### src/rtl/uart_pkg.sv
// Shared definitions for the configurable UART family: FSM encodings,
// parity mode constants and a frame-length helper.
package uart_pkg;

  localparam logic [2:0] ST_IDLE   = 3'd0;
  localparam logic [2:0] ST_START  = 3'd1;
  localparam logic [2:0] ST_DATA   = 3'd2;
  localparam logic [2:0] ST_PARITY = 3'd3;
  localparam logic [2:0] ST_STOP   = 3'd4;

  typedef enum logic [2:0] {
    IDLE   = ST_IDLE,
    START  = ST_START,
    DATA   = ST_DATA,
    PARITY = ST_PARITY,
    STOP   = ST_STOP
  } state_t;

  localparam int PARITY_NONE = 0;
  localparam int PARITY_ODD  = 1;
  localparam int PARITY_EVEN = 2;

  // Clock cycles from the first start-bit cycle to the last stop-bit cycle.
  function automatic int frame_cycles(input int clks_per_bit, input int data_bits,
                                      input int parity_mode, input int stop_bits);
    return (1 + data_bits + ((parity_mode != PARITY_NONE) ? 1 : 0) + stop_bits) * clks_per_bit;
  endfunction

endpackage

### src/rtl/uart_tx_cfg_if.sv
// Producer-side handshake and line outputs of the configurable UART transmitter.
interface uart_tx_cfg_if #(
  parameter int DATA_BITS = 8
);
  logic                 i_Tx_DV;
  logic [DATA_BITS-1:0] i_Tx_Byte;
  logic                 o_Tx_Ready;
  logic                 o_Tx_Active;
  logic                 o_Tx_Serial;
  logic                 o_Tx_Done;

  modport master (
    output i_Tx_DV, i_Tx_Byte,
    input  o_Tx_Ready, o_Tx_Active, o_Tx_Serial, o_Tx_Done
  );

  modport slave (
    input  i_Tx_DV, i_Tx_Byte,
    output o_Tx_Ready, o_Tx_Active, o_Tx_Serial, o_Tx_Done
  );
endinterface

### src/rtl/uart_bit_timer.sv
// Free-running bit-period counter; bit_end marks the last clock of each bit.
// Holding restart parks the count at zero so the next bit starts cleanly.
module uart_bit_timer #(
  parameter int CLKS_PER_BIT = 87
) (
  input  logic i_Clock,
  input  logic i_Reset,
  input  logic restart,
  output logic bit_end
);
  localparam int CW = (CLKS_PER_BIT > 1) ? $clog2(CLKS_PER_BIT) : 1;
  localparam logic [CW-1:0] LAST = CW'(CLKS_PER_BIT - 1);

  logic [CW-1:0] cnt_reg;
  logic [CW-1:0] cnt_next;

  always_comb begin
    cnt_next = cnt_reg + CW'(1);
    if (restart || (cnt_reg == LAST)) begin
      cnt_next = '0;
    end
  end

  always_ff @(posedge i_Clock) begin
    if (i_Reset) begin
      cnt_reg <= '0;
    end else begin
      cnt_reg <= cnt_next;
    end
  end

  assign bit_end = (cnt_reg == LAST);
endmodule

### src/rtl/uart_tx_cfg.sv
// Configurable UART transmitter: DATA_BITS payload LSB first, optional parity,
// 1 or 2 stop bits, and a one-entry holding buffer for gapless back-to-back frames.
module uart_tx_cfg
  import uart_pkg::*;
#(
  parameter int CLKS_PER_BIT = 87,
  parameter int DATA_BITS    = 8,
  parameter int PARITY_MODE  = 0,
  parameter int STOP_BITS    = 1
) (
  input logic          i_Clock,
  input logic          i_Reset,
  uart_tx_cfg_if.slave tx
);
  if (CLKS_PER_BIT < 2) begin : g_bad_cpb
    $error("uart_tx_cfg: CLKS_PER_BIT must be at least 2");
  end
  if (DATA_BITS < 5 || DATA_BITS > 9) begin : g_bad_data_bits
    $error("uart_tx_cfg: DATA_BITS must be in 5..9");
  end
  if (PARITY_MODE < 0 || PARITY_MODE > 2) begin : g_bad_parity
    $error("uart_tx_cfg: PARITY_MODE must be 0, 1 or 2");
  end
  if (STOP_BITS != 1 && STOP_BITS != 2) begin : g_bad_stop
    $error("uart_tx_cfg: STOP_BITS must be 1 or 2");
  end

  localparam int IW = $clog2(DATA_BITS);
  localparam logic [IW-1:0] LAST_IDX = IW'(DATA_BITS - 1);

  state_t               state_reg, state_next;
  logic [DATA_BITS-1:0] shift_reg, shift_next;
  logic [DATA_BITS-1:0] buf_data_reg, buf_data_next;
  logic [IW-1:0]        bit_idx_reg, bit_idx_next;
  logic                 stop_idx_reg, stop_idx_next;
  logic                 buf_valid_reg, buf_valid_next;
  logic                 ready_reg, ready_next;
  logic                 serial_reg, serial_next;
  logic                 active_reg, active_next;
  logic                 load, done_c, bit_end, accept, timer_restart;

  assign timer_restart = (state_reg == IDLE);
  assign accept        = tx.i_Tx_DV && ready_reg;

  uart_bit_timer #(.CLKS_PER_BIT(CLKS_PER_BIT)) u_bit_timer (
    .i_Clock (i_Clock),
    .i_Reset (i_Reset),
    .restart (timer_restart),
    .bit_end (bit_end)
  );

  always_comb begin
    state_next     = state_reg;
    shift_next     = shift_reg;
    bit_idx_next   = bit_idx_reg;
    stop_idx_next  = stop_idx_reg;
    buf_valid_next = buf_valid_reg;
    buf_data_next  = buf_data_reg;
    load           = 1'b0;
    done_c         = 1'b0;

    case (state_reg)
      IDLE: begin
        if (buf_valid_reg) begin
          load       = 1'b1;
          state_next = START;
        end
      end
      START: begin
        if (bit_end) state_next = DATA;
      end
      DATA: begin
        if (bit_end) begin
          if (bit_idx_reg == LAST_IDX) begin
            state_next    = (PARITY_MODE != PARITY_NONE) ? PARITY : STOP;
            stop_idx_next = 1'b0;
          end else begin
            bit_idx_next = bit_idx_reg + IW'(1);
          end
        end
      end
      PARITY: begin
        if (bit_end) begin
          state_next    = STOP;
          stop_idx_next = 1'b0;
        end
      end
      STOP: begin
        if (bit_end) begin
          if (STOP_BITS == 1 || stop_idx_reg) begin
            done_c = 1'b1;
            // A waiting byte chains straight into the next start bit.
            if (buf_valid_reg) begin
              load       = 1'b1;
              state_next = START;
            end else begin
              state_next = IDLE;
            end
          end else begin
            stop_idx_next = 1'b1;
          end
        end
      end
      default: state_next = IDLE;
    endcase

    if (load) begin
      shift_next     = buf_data_reg;
      buf_valid_next = 1'b0;
      bit_idx_next   = '0;
    end
    if (accept) begin
      buf_valid_next = 1'b1;
      buf_data_next  = tx.i_Tx_Byte;
    end

    ready_next  = !buf_valid_next;
    active_next = (state_next != IDLE);

    // The line register takes the level of the state being entered.
    serial_next = 1'b1;
    case (state_next)
      START:   serial_next = 1'b0;
      DATA:    serial_next = shift_next[bit_idx_next];
      PARITY:  serial_next = (PARITY_MODE == PARITY_EVEN) ? ^shift_next : ~^shift_next;
      default: serial_next = 1'b1;
    endcase
  end

  always_ff @(posedge i_Clock) begin
    if (i_Reset) begin
      state_reg     <= IDLE;
      shift_reg     <= '0;
      buf_data_reg  <= '0;
      bit_idx_reg   <= '0;
      stop_idx_reg  <= 1'b0;
      buf_valid_reg <= 1'b0;
      ready_reg     <= 1'b1;
      serial_reg    <= 1'b1;
      active_reg    <= 1'b0;
    end else begin
      state_reg     <= state_next;
      shift_reg     <= shift_next;
      buf_data_reg  <= buf_data_next;
      bit_idx_reg   <= bit_idx_next;
      stop_idx_reg  <= stop_idx_next;
      buf_valid_reg <= buf_valid_next;
      ready_reg     <= ready_next;
      serial_reg    <= serial_next;
      active_reg    <= active_next;
    end
  end

  assign tx.o_Tx_Ready  = ready_reg;
  assign tx.o_Tx_Active = active_reg;
  assign tx.o_Tx_Serial = serial_reg;
  assign tx.o_Tx_Done   = done_c;
endmodule

### src/flat_wrapper.sv
// flat-port wrapper written by rule: the top's interface ports become plain ports
module uart_tx_cfg_flat import uart_pkg::*;
#(
  parameter int CLKS_PER_BIT = 87,
  parameter int DATA_BITS    = 8,
  parameter int PARITY_MODE  = 0,
  parameter int STOP_BITS    = 1
)
  (i_Clock, i_Reset, tx_i_Tx_DV, tx_i_Tx_Byte, tx_o_Tx_Ready, tx_o_Tx_Active, tx_o_Tx_Serial, tx_o_Tx_Done);
  uart_tx_cfg_if #(.DATA_BITS(DATA_BITS)) tx_i ();
  input logic i_Clock;
  input logic i_Reset;
  input wire logic [$bits(tx_i.i_Tx_DV)-1:0] tx_i_Tx_DV;
  input wire logic [$bits(tx_i.i_Tx_Byte)-1:0] tx_i_Tx_Byte;
  output wire logic [$bits(tx_i.o_Tx_Ready)-1:0] tx_o_Tx_Ready;
  output wire logic [$bits(tx_i.o_Tx_Active)-1:0] tx_o_Tx_Active;
  output wire logic [$bits(tx_i.o_Tx_Serial)-1:0] tx_o_Tx_Serial;
  output wire logic [$bits(tx_i.o_Tx_Done)-1:0] tx_o_Tx_Done;
  assign tx_i.i_Tx_DV = tx_i_Tx_DV;
  assign tx_i.i_Tx_Byte = tx_i_Tx_Byte;
  assign tx_o_Tx_Ready = tx_i.o_Tx_Ready;
  assign tx_o_Tx_Active = tx_i.o_Tx_Active;
  assign tx_o_Tx_Serial = tx_i.o_Tx_Serial;
  assign tx_o_Tx_Done = tx_i.o_Tx_Done;
  uart_tx_cfg #(.CLKS_PER_BIT(CLKS_PER_BIT), .DATA_BITS(DATA_BITS), .PARITY_MODE(PARITY_MODE), .STOP_BITS(STOP_BITS)) u_core (.i_Clock(i_Clock), .i_Reset(i_Reset), .tx(tx_i));
endmodule
### config.mk
export PLATFORM = sky130hd
export DESIGN_NAME = uart_tx_cfg_flat
export DESIGN_NICKNAME = d
export VERILOG_FILES = /design/src/rtl/uart_pkg.sv /design/src/rtl/uart_tx_cfg_if.sv /design/src/rtl/uart_bit_timer.sv /design/src/rtl/uart_tx_cfg.sv /design/src/flat_wrapper.sv
export SDC_FILE = /design/constraint.sdc
export NUM_CORES = 1
export LEC_CHECK = 0
export ABC_CLOCK_PERIOD_IN_PS = 4250
export BUFFER_PORTS_ARGS = -buffer_cell sky130_fd_sc_hd__buf_4
export CAP_MARGIN = 30
export CORE_MARGIN = 8
export CORE_UTILIZATION = 54
export CTS_BUF_LIST = sky130_fd_sc_hd__clkbuf_8
export DETAILED_ROUTE_END_ITERATION = 12
export GPL_TIMING_DRIVEN = 0
export PLACE_DENSITY = 0.74
export SYNTH_ARGS = -nofsm -noshare
export SYNTH_HDL_FRONTEND = slang
export SYNTH_SLANG_ARGS = --single-unit
### constraint.sdc
create_clock -name i_Clock -period 4.25 [get_ports i_Clock]
set_input_delay 0.6375 -clock i_Clock [delete_from_list [all_inputs] [get_ports i_Clock]]
set_output_delay 0.6375 -clock i_Clock [all_outputs]
set_load 0.02 [all_outputs]
## After elaboration in Yosys (flattened, before gate mapping)

Index checks and enable logic that the tools add are counted.

- Register bits after elaboration: 33
- Bits in latches: 0
- RAM bits: 0
- ROM bits: 0
- Input port bits: 11
- Output and inout bits: 4
- Word-level logic and storage cells: 51
- Memories: 0

- $add $sub $neg: 2
- $mul: 0
- Div/mod/pow operators: 0
- $lt $le $gt $ge: 1
- Equality and inequality tests: 9
- Shift operators: 0
- Mux-type cells: 23
- Bitwise logic cells: 0
- Reductions and logical operators: 7

Operator list:

| kind | number |
|---|---|
| $mux W3 | 10 |
| $pmux W3 S5 | 1 |
| $eq A3 B2 Y1 const B | 4 |
| $mux W1 | 8 |
| $mux W8 | 1 |
| $reduce_xnor A8 Y1 | 1 |
| $add A7 B1 Y7 const B | 1 |
| $eq A7 B7 Y1 const B | 1 |
| $eq A3 B1 Y1 const B | 2 |
| $eq A3 B3 Y1 const B | 2 |
| $lt A3 B4 Y1 const B | 1 |
| $add A3 B1 Y3 const B | 1 |
| $bmux W1 S3 | 1 |
| $logic_not A3 Y1 | 1 |
| $pmux W1 S3 | 1 |
| $reduce_bool A3 Y1 | 1 |
| $pmux W1 S2 | 1 |
| $reduce_or A2 Y1 | 1 |
| $logic_and A1 B1 Y1 | 1 |
| $logic_not A1 Y1 | 1 |
| $logic_or A1 B1 Y1 | 1 |

## Logic depth before layout (Yosys ltp)

- Word-level depth: 8
- Depth in mapped cells: 11
- Depth with buffers taken out: 10

## Cells and area by module

Synthesis repeated with hierarchy kept, for this count alone.

- Cell total of the unflattened synthesis: 186
- Area total of the unflattened synthesis: 1562.7 um^2

By module, submodules not included:

| module | instances | cells an instance | area each (um^2) | sequential area each (um^2) |
|---|---|---|---|---|
| uart_tx_cfg | 1 | 153 | 1261.2 | 520.5 |
| uart_bit_timer | 1 | 33 | 301.5 | 140.1 |

## Worst setup path before layout

OpenSTA, ideal clock, no wires.

- Path type: flip-flop to flip-flop
- From: register u_core.u_bit_timer.cnt_reg[0]
- To: register u_core.serial_reg, in the netlist u_core.tx.o_Tx_Serial
- Library setup time: 0.122 ns
- Arrival: 2.383 ns
- Data required time: 4.128 ns
- Slack: 1.745 ns
- Stages on the path, launching flop included: 12
- Buffers on the path: 1
- Period minus slack after synthesis: 2.505 ns
- Path through: dfxtp_1 > inv_1 > ha_1 > and4b_1 > nand2_1 > a21o_1 > buf_6 > mux2i_1 > mux2_1 > o22ai_1 > o31a_1 > a311o_1

- Longest elaborated chain between the ends: 7
- Elaborated cells on any way between the ends: 19
- Classes of those cells: 4 x eq/ne; 14 x mux; 1 x reduce/logical

RTL lines:

| what | line | source |
|---|---|---|
| from (decl) | uart_bit_timer.sv:14 | `logic [CW-1:0] cnt_reg;` |
| from (signal assigned) | uart_bit_timer.sv:28 | `cnt_reg <= cnt_next;` |
| $eq A7 B7 Y1 * | uart_bit_timer.sv:32 | `assign bit_end = (cnt_reg == LAST);` |
| $mux W1 or $mux W3 (tied branches) | uart_tx_cfg.sv:89, uart_tx_cfg.sv:73 |  |
| $pmux W1 S2 or $mux W3 (tied branches) | uart_tx_cfg.sv:62 | `case (state_reg)` |
| $mux W8 or $mux W3 (tied branches) | uart_tx_cfg.sv:107 | `if (load) begin` |
| $bmux W1 S3 | uart_tx_cfg.sv:124 | `DATA: serial_next = shift_next[bit_idx_next];` |
| $mux W1 (implied by the code) | uart_tx_cfg.sv:124 |  |
| $pmux W1 S3 * | uart_tx_cfg.sv:122 | `case (state_next)` |
| to (signal assigned) | uart_tx_cfg.sv:149 | `serial_reg <= serial_next;` |
| to (decl) | uart_tx_cfg.sv:38 | `logic serial_reg, serial_next;` |

Every way passes the cells marked *; elsewhere a longest branch is shown, timed or not. The select of a mux whose other input is x is not followed.
A chain may end at the register's enable or synchronous reset.

## Final worst setup path

Ends and elaborated chain as after synthesis.

==> metrics.md <==
| Metric | Value |
|---|---|
| Worst slew margin | 0.696 |
| Total Die Area | 4710 µm² |
| Layout cells sized above 1 | 0.151 |
| Initial Utilization | 0.558 |
| Row cnt | 19 |
| Number of routed nets with antenna violations | 0 |
| Initial antenna violation count | 0 |
| Critical path class | flop to flop |
| Max-slew violation count | 0 |
| Syn Area/Cell | 9.02 µm² |
| Post_cts resized | 0 |
| Seq/Total Area, Yosys | 0.441 |
| Arr. time, crit path | 3040 ps |
| Gr usage total | 0.143 |
| Critical path's slowest cell | dfxtp_1 |
| Clock Sinks | 33 |
| Drt via density | 5.63 |
| Library cells used by synthesis | 37 |
| TritonCTS Buffers | 5 |
| DRT Wirelength | 2930 µm |
| N_diodes | 0 |
| Vias in the first global route | approximately 1200 |
| Cell chain of the critical path | inv_1 -> ha_1 -> and4b_1 -> nand2_1 -> a21o_1 -> buf_6 -> mux2i_1 -> mux2_1 -> o22ai_1 -> o31a_1 -> a311o_1 |
| Post-place instance area | around 1600 µm² |
| DR vias | about 1200 |
| First-pass GRT wire length | just over 5000 µm |
| Die H | approximately 69 µm |
| Synth Flop Type | dfxtp_1 |
| Outcome | complete, no violations |
| # nets final | 199 |
| CORE AREA | around 2700 µm² |
| Post-synth EDFFs | 0 |
| DRC Markers | 0 |
| Layout Cells excl Fill | 217 |
| Die width | between 60 and 70 µm |
| Max-cap viol count | 0 |
| Final min period | 2880 ps |
| Final Hold Viols | 0 |
| DP Cell Count | between 200 and 250 |
| Clock root buffer | clkbuf_8 |
| HPWL Detailed | 2210 µm |
| Worst min path class | flop to flop |
| Ports | 15 |
| Placer Congestion | between 0.8 and 0.9 |
| Fin area | roughly 1700 µm² |
| Measured slew at the worst slew-check pin | roughly 460 ps |
| Pin count of the biggest net entering global routing | 11 |
| Setup_tns | 0 ps |
| Clock-pin slew on the worst setup and hold paths | about 70 ps |
| WL/cell | around 14 µm |
| Pwr/cell area | 382 nW/µm² |
| Reported leakage power | ~0.72 nW |
| # Post-CTS Setup Buffers | 0 |
| Synth Register Bits | 33 |
| RSZ-0062 raised after global routing | no |
| CP Capture Type | flop |
| Crit-path max cell delay | 400 ps |
| Crit path launch type | flop |
| DR iter-0 viols | between 60 and 70 |
| Max VDD drop | around 0.00029 V |
| CP Max Fanout | 10 |
| Synthesis warning total | 0 |
| Syn_nets | 180 |
| Htree depth | 2 |
| Endpoints failing setup | 0 |
| Overflow after GRT | 0 |
| CTS tree | built |
| I/O Buffers | 12 |
| Worst Skew | about 3.5 ps |
| Area grow syn2layout | 15.4% |
| Worst Path Required | 4410 ps |
| Share of synthesized registers carrying an async set or reset | 0 |
| Drt pass-1 iters | 4 |
| Cell count after synthesis | 166 |
| Final worst-path cycle share | 0.677 |
| FMAX | 0.348 GHz |
| Worst-skew pair later-pin latency | around 280 ps |
| Hold_buf cts | 0 |
| Syn Std Cell Area | between 1000 and 1500 µm² |
| CTS max path bufs | 2 |
-- cell families (layout without fill, tap and decap cells) --
| logic type | count (synthesis) | in the layout | share of synthesized area |
|---|---|---|---|
| xor+xnor | 13 | 13 | 0.0760 |
| mux | 11 | 11 | 0.0810 |
| fa+ha+maj | 3 | 3 | 0.0251 |
| compound gates | 27 | 27 | 0.128 |
| simple gates | 66 | 66 | 0.206 |
| flops | 33 | 33 | 0.441 |
| buf+inv | 13 | 33 | 0.0434 |
-- cell usage in the layout, fill, tap and decap left out, drive strengths merged, types with 2 or more instances in the layout --
cell / n
a21oi: 12
a311o: 2
a32oi: 2
and2: 2
and3: 2
buf: 15
clkbuf: 14
dfxtp: 33
ha: 3
inv: 3
mux2: 3
mux2i: 8
nand2: 14
nand3: 13
nor2: 24
nor2b: 3
nor3: 2
o21ai: 3
xnor2: 8
xor2: 5
-- routing by layer --
layer  vias up  global-route usage  part of all wire
li1        611                   -                 -
met5         -                   0                 0
met1       566               0.175              0.48
met3         5              0.0420             0.057
met2        39               0.225              0.45
met4         0              0.0691             0.014
-- worst max-delay path, delay by kind of cell (launching register included) --
family | cells | cell delay (ps)
AO/OA/AOI/OAI | 4 | 890
adder cells (fa/ha/maj) | 1 | 200
AND/OR/NAND/NOR | 2 | 480
buffers and inverters | 2 | 250
multiplexers | 2 | 530
flip-flops | 1 | 400
-- power by group --
part	internal, mW	total [mW]	switching, mW	leakage (nW)
clock	0.146	0.255	0.109	0.0542
sequential	0.321	0.327	0.00606	0.269
combinational	0.0351	0.0770	0.0419	0.400
total	0.503	0.659	0.157	0.723
-- final cells by class --
type	instances	area [µm²]
Sequential cell	33	661
Buffer	10	53.8
Tap cell	31	38.8
Timing Repair Buffer	12	90.1
Fill cell	236	958
Clock buffer	7	96.3
Multi-Input combinational cell	120	772
Clock inverter	1	5.00
Inverter	3	11.3
-- synth_stat cells, types with 2 or more instances --
master,count,share of area
nor2b_1,3,0.013
a311o_1,2,0.013
clkbuf_1,7,0.018
nand2_1,14,0.035
mux2i_2,2,0.018
nand3_1,13,0.043
nor2_1,24,0.060
and2_1,2,0.0084
o21ai_0,3,0.010
a32oi_1,2,0.012
inv_1,3,0.0075
mux2_2,2,0.015
mux2i_1,6,0.040
buf_6,2,0.015
ha_1,3,0.025
nor3_1,2,0.0067
xor2_1,5,0.029
xnor2_1,8,0.047
dfxtp_1,33,0.44
a21oi_1,12,0.040
and3_1,2,0.0084
-- metrics by stage --
step | total power [mW] | hold WS (ps) | setup slack, ps | util
final | 0.659 | 465 | 1370 | 0.643
after global routing | 0.690 | 488 | 1220 | 0.643
after detailed placement | 0.411 | 457 | 1440 | 0.605
after floorplan | 0.389 | 436 | 1750 | -
after CTS | 0.666 | 467 | 1410 | 0.643
after global placement | 0.408 | 446 | 1490 | 0.605
-- final timing paths --
check	startpoint	endpoint	slack [ps]	cells after the start
hold / removal	u_core.buf_data_reg[3]$_SDFFE_PP0P_	u_core.buf_data_reg[3]$_SDFFE_PP0P_	460	2
hold reg to reg	u_core.buf_data_reg[3]$_SDFFE_PP0P_	u_core.buf_data_reg[3]$_SDFFE_PP0P_	460	2
setup reg to reg	u_core.u_bit_timer.cnt_reg[0]$_SDFF_PP0_	u_core.tx.o_Tx_Serial$_SDFF_PP1_	1370	11
setup / recovery	u_core.u_bit_timer.cnt_reg[0]$_SDFF_PP0_	u_core.tx.o_Tx_Serial$_SDFF_PP1_	1370	11
(Power assumes the default switching activity.)
